==> config.mk <==
export PLATFORM = sky130hd
export DESIGN_NAME = vec_op_sequencer
export DESIGN_NICKNAME = d
export VERILOG_FILES = /design/src/rtl/vec_pkg.sv /design/src/rtl/vec_op_sequencer.sv
export SDC_FILE = /design/constraint.sdc
export NUM_CORES = 1
export LEC_CHECK = 0
export BUFFER_PORTS_ARGS = -buffer_cell sky130_fd_sc_hd__buf_2
export CAP_MARGIN = 0
export CORE_MARGIN = 2
export CORE_UTILIZATION = 25
export DETAILED_ROUTE_END_ITERATION = 10
export PLACE_DENSITY = 0.56
export SLEW_MARGIN = 20
export SYNTH_ARGS = -nofsm -noshare
export SYNTH_HDL_FRONTEND = slang
export SYNTH_SLANG_ARGS = --single-unit
==> constraint.sdc <==
create_clock -name clk -period 1.89 [get_ports clk]
set_input_delay 0.378 -clock clk [delete_from_list [all_inputs] [get_ports clk]]
set_output_delay 0.378 -clock clk [all_outputs]
set_load 0.05 [all_outputs]
==> src/rtl/vec_pkg.sv <==
// -----------------------------------------------------------------------------
// vec_pkg
// Shared types and constants for the vector instruction sequencer:
//   vec_op_t     - 4-bit opcode encoding (9..15 are illegal)
//   seq_state_t  - sequencer FSM states
//   REG_SEL_W    - width of a vector register select
//   NUM_VREGS    - number of vector registers in the bank
// -----------------------------------------------------------------------------
package vec_pkg;

   localparam int REG_SEL_W = 4;
   localparam int NUM_VREGS = 16;

   typedef enum logic [3:0] {
      OP_NOP   = 4'd0,
      OP_LOAD  = 4'd1,
      OP_STORE = 4'd2,
      OP_ADD   = 4'd3,
      OP_SUB   = 4'd4,
      OP_AND   = 4'd5,
      OP_OR    = 4'd6,
      OP_XOR   = 4'd7,
      OP_MOV   = 4'd8
   } vec_op_t;

   typedef enum logic [2:0] {
      ST_IDLE,
      ST_READ,
      ST_EXEC,
      ST_WRITE,
      ST_OUT
   } seq_state_t;

   // Opcodes that are executed by the external ALU.
   function automatic logic is_alu_op(input logic [3:0] op);
      return op inside {OP_ADD, OP_SUB, OP_AND, OP_OR, OP_XOR};
   endfunction

   function automatic logic is_legal_op(input logic [3:0] op);
      return op <= OP_MOV;
   endfunction

endpackage

==> src/rtl/vec_op_sequencer.sv <==
// -----------------------------------------------------------------------------
// vec_op_sequencer
// Single-issue controller between the host command path and the
// vec_reg_bank / vec_alu pair. Each accepted instruction is decoded and
// sequenced through READ / EXEC / WRITE / OUT as needed, then retired with a
// one-cycle done pulse and an instr_count increment.
//
// Ports
//   clk, rst                  clock, asynchronous active-high reset
//   instr_*                   host instruction (valid/ready handshake)
//   result_valid/ready/data   STORE data returned to the host
//   rb_*                      register bank write port and two read ports
//   alu_op/start/done/result  external ALU control
//   done, busy, instr_count   retire pulse, activity, retired count (wraps)
//   err_illegal, err_timeout  sticky error flags, cleared by err_clr
// -----------------------------------------------------------------------------
module vec_op_sequencer
   import vec_pkg::*;
#(
   parameter int BITS    = 8,
   parameter int N       = 2,
   parameter int TIMEOUT = 64
) (
   input  logic                 clk,
   input  logic                 rst,
   input  logic                 instr_valid,
   output logic                 instr_ready,
   input  logic [3:0]           instr_op,
   input  logic [REG_SEL_W-1:0] instr_dst,
   input  logic [REG_SEL_W-1:0] instr_src_a,
   input  logic [REG_SEL_W-1:0] instr_src_b,
   input  logic [BITS-1:0]      instr_data [N-1:0],
   output logic                 result_valid,
   input  logic                 result_ready,
   output logic [BITS-1:0]      result_data [N-1:0],
   output logic [BITS-1:0]      rb_data_in [N-1:0],
   output logic [REG_SEL_W-1:0] rb_in_sel,
   output logic                 rb_write,
   output logic [REG_SEL_W-1:0] rb_out_sel_a,
   output logic [REG_SEL_W-1:0] rb_out_sel_b,
   output logic                 rb_out_en_a,
   output logic                 rb_out_en_b,
   input  logic [BITS-1:0]      rb_out_a [N-1:0],
   input  logic [BITS-1:0]      rb_out_b [N-1:0],
   output logic [3:0]           alu_op,
   output logic                 alu_start,
   input  logic                 alu_done,
   input  logic [BITS-1:0]      alu_result [N-1:0],
   output logic                 done,
   output logic                 busy,
   output logic                 err_illegal,
   output logic                 err_timeout,
   input  logic                 err_clr,
   output logic [15:0]          instr_count
);

   localparam int CNT_W = $clog2(TIMEOUT + 1);

   seq_state_t             state, state_nxt;
   logic [3:0]             op_q;
   logic [REG_SEL_W-1:0]   dst_q, src_a_q, src_b_q;
   logic [BITS-1:0]        data_q [N-1:0];
   logic [CNT_W-1:0]       tmo_cnt;

   logic accept, retire, illegal_evt, exec_timeout;

   assign accept       = instr_valid && instr_ready;
   assign illegal_evt  = accept && !is_legal_op(instr_op);
   // tmo_cnt holds the index of the current EXEC cycle, so the last allowed
   // cycle is TIMEOUT-1.
   assign exec_timeout = (state == ST_EXEC) && !alu_done &&
                         (tmo_cnt == CNT_W'(TIMEOUT - 1));
   assign retire       = (accept && instr_op == OP_NOP) ||
                         (state == ST_WRITE) ||
                         (state == ST_OUT && result_ready);

   // ---------------------------------------------------------------- state reg
   // NOTE: sequential state uses non-blocking assignments so every flop
   // samples the pre-edge values regardless of process evaluation order.
   always_ff @(posedge clk or posedge rst) begin
      if (rst) state <= ST_IDLE;
      else     state <= state_nxt;
   end

   // --------------------------------------------------------------- next state
   // NOTE: defaulting state_nxt before the case keeps every path assigned, so
   // no latch is inferred.
   always_comb begin
      state_nxt = state;
      unique case (state)
         ST_IDLE: begin
            if (accept) begin
               if (instr_op == OP_LOAD)
                  state_nxt = ST_WRITE;
               else if (instr_op == OP_STORE || instr_op == OP_MOV || is_alu_op(instr_op))
                  state_nxt = ST_READ;
            end
         end
         ST_READ: begin
            if (is_alu_op(op_q))    state_nxt = ST_EXEC;
            else if (op_q == OP_MOV) state_nxt = ST_WRITE;
            else                     state_nxt = ST_OUT;
         end
         ST_EXEC: begin
            if (alu_done)          state_nxt = ST_WRITE;
            else if (exec_timeout) state_nxt = ST_IDLE;
         end
         ST_WRITE: state_nxt = ST_IDLE;
         ST_OUT:   if (result_ready) state_nxt = ST_IDLE;
         default:  state_nxt = ST_IDLE;
      endcase
   end

   // ------------------------------------------------------------------ outputs
   always_comb begin
      instr_ready  = (state == ST_IDLE) && !rst;
      busy         = (state != ST_IDLE);
      rb_out_sel_a = '0;
      rb_out_sel_b = '0;
      rb_out_en_a  = 1'b0;
      rb_out_en_b  = 1'b0;
      if (state == ST_READ || state == ST_EXEC) begin
         rb_out_sel_a = src_a_q;
         rb_out_en_a  = 1'b1;
         if (is_alu_op(op_q)) begin
            rb_out_sel_b = src_b_q;
            rb_out_en_b  = 1'b1;
         end
      end
      alu_op       = (state == ST_EXEC) ? op_q : 4'd0;
      alu_start    = (state == ST_EXEC) && (tmo_cnt == '0);
      rb_write     = (state == ST_WRITE);
      rb_in_sel    = (state == ST_WRITE) ? dst_q : '0;
      result_valid = (state == ST_OUT);
      for (int i = 0; i < N; i++) begin
         rb_data_in[i]  = (state == ST_WRITE) ? data_q[i] : '0;
         result_data[i] = (state == ST_OUT)   ? data_q[i] : '0;
      end
   end

   // ----------------------------------------------------------------- datapath
   always_ff @(posedge clk or posedge rst) begin
      if (rst) begin
         op_q        <= '0;
         dst_q       <= '0;
         src_a_q     <= '0;
         src_b_q     <= '0;
         // NOTE: the data holding registers are a handful of flops, not a RAM,
         // so they are reset like any other state to keep outputs defined.
         for (int i = 0; i < N; i++) data_q[i] <= '0;
         tmo_cnt     <= '0;
         done        <= 1'b0;
         instr_count <= '0;
         err_illegal <= 1'b0;
         err_timeout <= 1'b0;
      end else begin
         done <= retire;
         if (retire) instr_count <= instr_count + 16'd1;

         if (accept) begin
            op_q    <= instr_op;
            dst_q   <= instr_dst;
            src_a_q <= instr_src_a;
            src_b_q <= instr_src_b;
            if (instr_op == OP_LOAD) data_q <= instr_data;
         end
         if (state == ST_READ)              data_q <= rb_out_a;
         if (state == ST_EXEC && alu_done)  data_q <= alu_result;

         if (state == ST_EXEC) tmo_cnt <= tmo_cnt + CNT_W'(1);
         else                  tmo_cnt <= '0;

         // A new error event takes priority over a simultaneous clear.
         if (illegal_evt)  err_illegal <= 1'b1;
         else if (err_clr) err_illegal <= 1'b0;
         if (exec_timeout) err_timeout <= 1'b1;
         else if (err_clr) err_timeout <= 1'b0;
      end
   end

endmodule

== Word level (Yosys, flattened, before mapping) ==
Cells that the tools add are included.

* Bits in registers: 61
* Input port bits: 86
* Output and inout port bits: 74

* Add/subtract/negate cells: 2
* Reductions and logical operators: 29
* $lt $le $gt $ge: 1
* Muxes and demuxes: 29
* Equality and inequality tests: 23

{| class="wikitable"
|+ Operators with widths
! kind !! count
|-
| 16-bit two-way mux || 4
|-
| 4-bit by 3-bit equality test with 1-bit output, second input constant || 8
|-
| 8-bit two-way mux || 4
|-
| 3-bit two-way mux || 8
|-
| 4-bit two-way mux || 5
|-
| 16-bit by 1-bit adder with 16-bit output, second input constant || 1
|-
| 4-bit by 2-bit equality test with 1-bit output, second input constant || 3
|-
| 3-bit one-hot mux with 4 select lines || 1
|-
| 5-bit nonzero test || 2
|-
| 1-bit logical AND || 9
|-
| 3-bit nonzero test || 3
|-
| 4-bit equality test, second input constant || 2
|-
| 7-bit by 1-bit adder with 7-bit output, second input constant || 1
|-
| 7-bit by 6-bit equality test with 1-bit output, second input constant || 1
|-
| 7-bit logical NOT || 1
|-
| 7-bit two-way mux || 1
|-
| 3-bit by 2-bit equality test with 1-bit output, second input constant || 2
|-
| 1-bit two-way mux || 6
|-
| 3-bit != test, second input constant || 2
|-
| 1-bit logical OR || 5
|-
| 4-bit by 1-bit equality test with 1-bit output, second input constant || 1
|-
| 4-bit less-or-equal comparator, second input constant || 1
|-
| 4-bit logical NOT || 1
|-
| 4-bit AND reduction || 1
|-
| 8 further kinds || 11
|}

== Depth between registers and ports, before layout ==
Gate-level depths: netlist of run 1.

* Word-level depth: 7
* Mapped depth: 7

== Worst setup path before layout of run 1 ==
No wires, ideal clock.

* Path kind: reg2out
* Start: register state[2]
* End: output port rb_out_sel_b[0]
* Stages on the path, launching flop included: 4
* Required time: 1.512 ns
* Path slack: -1.441 ns
* Arrival time: 2.953 ns
* Path through: dfrtp_1 > clkbuf_1 > nor4_1 > and2_1

* Word-level cells in the longest chain between the ends: 3

{| class="wikitable"
|+ Ends and longest elaborated chain
! item !! line !! source
|-
| start, declared || vec_op_sequencer.sv:59 || <nowiki>seq_state_t state, state_nxt;</nowiki>
|-
| start signal, assigned || vec_op_sequencer.sv:82 || <nowiki>else state <= state_nxt;</nowiki>
|-
| 3-bit by 1-bit equality test with 1-bit output or 3-bit by 2-bit equality test with 1-bit output (tied branches) || vec_op_sequencer.sv:122 || <nowiki>if (state == ST_READ || state == ST_EXEC) begin</nowiki>
|-
| 1-bit logical OR (*) || vec_op_sequencer.sv:122 ||
|-
| 4-bit two-way mux (*) || vec_op_sequencer.sv:122 ||
|-
| end, declared || vec_op_sequencer.sv:40 || <nowiki>output logic [REG_SEL_W-1:0] rb_out_sel_b,</nowiki>
|}

Every way passes the cells marked *; elsewhere a longest branch is shown, timed or not.

== Worst setup path in the final report of run 1 ==
* Start: register state[0]
* End: output port rb_out_sel_a[3]

* Word-level cells in the longest chain between the ends: 3

{| class="wikitable"
|+ Ends and longest elaborated chain
! item !! line !! source
|-
| 3-bit by 1-bit equality test with 1-bit output or 3-bit by 2-bit equality test with 1-bit output (tied branches) || vec_op_sequencer.sv:122 ||
|-
| 1-bit logical OR (*) || vec_op_sequencer.sv:122 ||
|-
| 4-bit two-way mux (*) || vec_op_sequencer.sv:122 ||
|-
| end, declared || vec_op_sequencer.sv:39 || <nowiki>output logic [REG_SEL_W-1:0] rb_out_sel_a,</nowiki>
|}

Marks and branches as above.

==> results.cfg, run 1 <==
[drt]
first_pass_iters = 4
wirelength_um = 11700
drc_errors = 0
drtIter0Drc = 104
ant_nets = 0
vias = 3300
avgRoutedWirePerCell_um = 16.6
vias_per_cell = 4.69

[clocking]
cts_inserted_buffers = 9
cts_root_buf = clkbuf_16
cts.clk_slew.worst_paths_ps = 50
clk_latency_ps = 330
htree_num_levels = 3
cts_max_path_buffers = 2
tritoncts = built
cts.sinks = 61
cts_hold_buf = 0

[logic_synthesis]
yosysWarnings = 0
synth_top_area_share_pct = 44.7
ys.flop_type = dfrtp_1
synth_seq_cells = 61
avgSynthCellArea_um2 = 10.7
syn_inst = 318
ys_seq_area_share_pct = 44.7
synthTopCellsByCount = dfrtp_1 (61), and2_1 (30), nor2_1 (26)
syn_area_mm2 = 0.00341
yosysTopAreaCell = dfrtp_1
synth_edf_count = 0
yosysMostFrequentCell = dfrtp_1
synth.distinct_cells = 54
syn_nets = 407
async_flop_share_pct = 100
synthTopCellsByArea = dfrtp_1 (45%), and2_1 (5.5%), mux2_2 (5.3%)

[timing]
layout_setup_ws_ps = -259
rsz0062_at_grt = yes
hold_viol_final = 0
setup_viol = 82
finalCriticalPeriod_ps = 2150
relSlewSlack_pct = 69.2
finalCritPeriodShare_pct = 114
worst-slew-pin-transition_ps = 462
fmax_mhz = 465
whs_ps = 195
drv_slew = 0
fin_skew_ps = 5.37

[floorplanning]
pin_count = 160
die_h_um = 121
initial_core_util_pct = 25.7
num_rows = 42
core_mm2 = 0.0133
dieArea_mm2 = 0.0146
fp.dieW_um = 121

[final_layout]
nNetsFinal = 612
num_antenna_cells = 0
area_delta_synth_final_pct = 82.7
post-route-util_pct = 46.9
drive_above_1_share_pct = 62.7
fin_cells = 704

[power_and_ir_drop]
power_mw = 9.44
peakVddDrop_uv = 957
power.density_mw_per_mm2 = 1510
p_leak_nw = 2.95

[placement]
dp_hpwl_um = 7260
portBuffers = 143
placed_cells = 644
dp_slack_ps = -33.4
gp_congestion = 0.851

[global_route]
grt_pass1_wl_um = 17400
antenna_found_initial = 0
overflow = 0
grtUsageTotal_pct = 15.5
grt_max_degree = 34
first_global_vias = 3381

[setup_path]
path_cells = buf_12 > xnor2_4 > buf_4 > buf_6 > nor2_4 > and2_4 > buf_8
path_delay_family = buffers and inverters
crit_start = state[0]
max_stage_delay_ps = 430
r2r-start = state[0]
required_ps = 1510
crit_arrival_ps = 1770
cp-start-kind = flop
crit_path_max_fanout = 5
critPathSlowestCell = dfrtp_2
criticalPathCategory = reg -> out
timing.critical_path.buf_inv = 4
crit_path_end_kind = primary output

[flow_run]
drv_cap = 0

[outcome]
violations = negative setup slack
outcome = finished with violations

[min_path]
min-delay-path-class = in -> async
worst register-to-register path, cell delays in order (launching register included):
cell,delay (ps)
dfrtp_2,430
buf_4,140
buf_6,110
nor3b_4,150
buf_4,130
buf_6,110
a311oi_4,260
buf_6,170
clkbuf_16,160
a211oi_1,50
a21o_1,150
registers in the layout, summed over array words and instances, names as in the netlist, 3 cells and up:
name         flops
data_q          16
dst_q            4
src_b_q          4
src_a_q          4
instr_count     16
tmo_cnt          7
op_q             4
state            3
timing repair:
item	4_1_cts	5_1_grt
buffers inserted	22	16
endpoints found under the setup margin	59	102
pin swaps	28	12
gates resized for setup	228	47
cloned	6	4
metrics by stage:
step                      cell area (um^2)  TNS [ps]
after CTS                             5910     -7480
final                                 6230     -9200
after global routing                  6230    -15080
after floorplan                       3510     -1790
after detailed placement              4560     -63.9
after global placement                4560         0
cells by family (layout without fill, tap and decap cells):
| family | after synthesis | in the layout | share of synthesized area, % |
|---|---|---|---|
| DFF | 61 | 61 | 44.7 |
| muxes | 33 | 33 | 10.4 |
| buffers and inverters | 28 | 238 | 4.18 |
| AOI/OAI and AO/OA | 61 | 61 | 13.8 |
| and+or+nand+nor | 112 | 112 | 20.6 |
| xor gates and xnor gates | 20 | 20 | 5.13 |
| adders and majority gates | 3 | 3 | 1.10 |
where the power goes:
| part | total (mW) | switching (mW) | internal, mW |
|---|---|---|---|
| registers | 2.14 | 0.387 | 1.75 |
| logic | 5.78 | 2.89 | 2.90 |
| clock network | 1.52 | 0.563 | 0.958 |
cell type report:
type | instances | area [um^2]
Timing Repair Buffer | 214 | 2080
Multi-Input combinational cell | 229 | 2090
Clock buffer | 15 | 268
Inverter | 8 | 36.3
Tap cell | 176 | 220
Sequential cell | 61 | 1530
Clock inverter | 1 | 5.00
Fill cell | 1202 | 7060
final timing paths:
| check | slack (ps) | to | cells past startpoint |
|---|---|---|---|
| setup / recovery | -260 | rb_out_sel_a[3] | 7 |
| hold / removal | 190 | instr_count[14] | 3 |
| setup reg to reg | -90 | data_q[6] | 10 |
| hold reg to reg | 460 | instr_count[15] | 1 |
| max in group asynchronous | 1310 | state[2] | 3 |
| min in group clk | 280 | err_timeout | 2 |
per-layer routing:
metal	part of all wire, %	track usage [%]	vias to the layer above
met5	0	0	-
met4	1.6	6.83	0
met3	4.7	4.06	11
met2	51	25.8	80
met1	43	18.8	1640
li1	-	-	1569
placed cells by master (no fill, tap or decap), drive strengths merged, types with 2 or more instances in the layout:
cell	instances
buf	212
dfrtp	61
and2	30
nor2	26
and3	22
mux2	17
clkbuf	17
a21o	16
mux2i	16
a211oi	16
xnor2	15
inv	7
o2111ai	6
o211ai	5
xor2	5
o21ai	5
and4	4
nand3	4
nand2	4
a21oi	3
ha	3
or4	3
or2	3
nor3	2
nor4	2
o22ai	2
nor4b	2
Power figures use the tool's default switching activity.
==> run 2: changes to the inputs <==
Settings changed: CORE_UTILIZATION 25 to 42, GPL_TIMING_DRIVEN set to 0, PLACE_DENSITY 0.56 to 0.76.
==> run 2 against run 1 <==
Against the previous run: count of clock-buffer cells in the layout down 1; cell area decreased by 7.0%; largest power group unchanged; the run still ends with negative setup slack left; clock power shrank 22%; maximum frequency rose by 1.4%.
==> results.cfg, run 2 (synthesized netlist as in run 1, its figures left out) <==
[drt]
met3_length_um = 1010
first_pass_iters = 7
m1WireLength_um = 4740
wl_met2_um = 6420
ant_nets = 0
drc_errors = 0
top_layer_used = met4
wirelength_um = 12700
vias_per_cell = 5.79
avgRoutedWirePerCell_um = 20.7
vias = 3555
drtIter0Drc = 256

[global_route]
antenna_found_initial = 0
grtUsageTotal_pct = 24.4
overflow = 0
first_global_vias = 3332
grt_max_degree = 28
grt_pass1_wl_um = 16800

[setup_path]
timing.critical_path.buf_inv = 1
max_stage_delay_ps = 510
crit_arrival_ps = 1740
criticalPathCategory = reg -> out
rrSetupSlack_ps = -130
path_cells = or4_4 > nor4b_4 > buf_6
crit_path_max_fanout = 5
crit_path_end_kind = primary output
cp-start-kind = flop
required_ps = 1510
critPathSlowestCell = or4_4
path_delay_family = simple AND/OR/NAND/NOR gates

[final_layout]
post-route-util_pct = 74.3
layout_commonest_cell = buf_2
area_delta_synth_final_pct = 69.9
reg_top3 = data_q (16), instr_count (16), tmo_cnt (7)
fill_cells = 469
layout_common_cells = buf_2 (90), dfrtp_1 (59), buf_8 (55)
nNetsFinal = 596
drive_above_1_share_pct = 60.7
fin_area_mm2 = 0.00580

[floorplanning]
dieArea_mm2 = 0.00886
num_rows = 32
core_mm2 = 0.00781
pin_count = 160
die_h_um = 94.1
fp.dieW_um = 94.1
initial_core_util_pct = 43.7

[timing]
layout_setup_ws_ps = -228
finalCritPeriodShare_pct = 112
hold_viol_final = 0
fin_skew_ps = 7.43
rsz0062_at_grt = yes
setup_viol = 80
setup_tns_ps = -9060
drv_slew = 0
fmax_mhz = 472
relSlewSlack_pct = 50.5
finalCriticalPeriod_ps = 2120
worst-slew-pin-transition_ps = 732

[placement]
gp_congestion = 0.836
dp_hpwl_um = 7040
dpl-instance-area_mm2 = 0.00440
portBuffers = 143

[min_path]
min-delay-path-class = in -> async

[power_and_ir_drop]
power.density_mw_per_mm2 = 1510
peakVddDrop_uv = 1110
p_leak_nw = 2.80

[clocking]
clk_latency_ps = 340
cts_max_path_buffers = 2
tritoncts = built
cts_inserted_buffers = 9
cts.sinks = 61
htree_num_levels = 3
cts.clk_slew.worst_paths_ps = 70
cts_root_buf = clkbuf_8

[flow_run]
drv_cap = 0

[outcome]
outcome = finished with violations
violations = negative setup slack
run 2: changes by cell type in the layout (fill, tap and decap cells not counted), moves of 4 or more:
cell,before,now
and3_1,2,7
buf_8,51,55
clkbuf_8,2,11
buf_12,8,2
clkbuf_16,11,0
and3_4,20,15
buf_4,31,17
run 2: report_power, final:
part	switching [mW]	internal (mW)	leakage, nW
Sequential	0.435	1.75	0.779
Combinational	2.91	2.49	1.92
Clock	0.503	0.677	0.0968
run 2: area by class of cell:
| type | instances | area, um^2 | area share, % |
|---|---|---|---|
| clock buffer | 14 | 163 | 2.81 |
| multi-input combinational | 229 | 2090 | 36.0 |
| tap | 102 | 128 | 2.20 |
| sequential | 61 | 1530 | 26.4 |
| buffer | 17 | 184 | 3.17 |
| inverter | 8 | 36.3 | 0.626 |
| timing repair buffer | 181 | 1640 | 28.2 |
| clock inverter | 1 | 30.0 | 0.518 |
| antenna | 1 | 2.50 | 0.0432 |
run 2: worst paths after layout:
kind	cells past startpoint	from	to
worst max-delay path	3	tmo_cnt[2]	alu_start
worst min-delay path	2	rst	instr_count[6]
worst max register to register	8	state[2]	data_q[15]
worst min register to register	1	instr_count[15]	instr_count[15]
max in group asynchronous	3	rst	state[1]
min in group clk	2	err_clr	err_timeout
run 2: repair_timing:
item,4_1_cts,5_1_grt
gates resized for setup,207,83
setup buffers,23,9
hold buffers,0,0
endpoints found under the setup margin,61,83
gates cloned,5,0
pin swaps,23,18
run 2: through the flow:
step	power, mW	setup WS (ps)	cells	hold WS (ps)
final	8.76	-228	614	108
after floorplan	4.75	-222	318	455
after CTS	7.95	-243	608	96.3
after global routing	9.10	-324	613	117
after global placement	5.49	-306	563	458
after detailed placement	5.59	-369	565	455
run 2: routing by layer:
| metal | up-vias | track usage (%) |
|---|---|---|
| li1 | 1539 | - |
| met1 | 1751 | 31.3 |
| met2 | 208 | 41.1 |
| met3 | 57 | 6.90 |
| met4 | 0 | 5.31 |
| met5 | - | 0 |
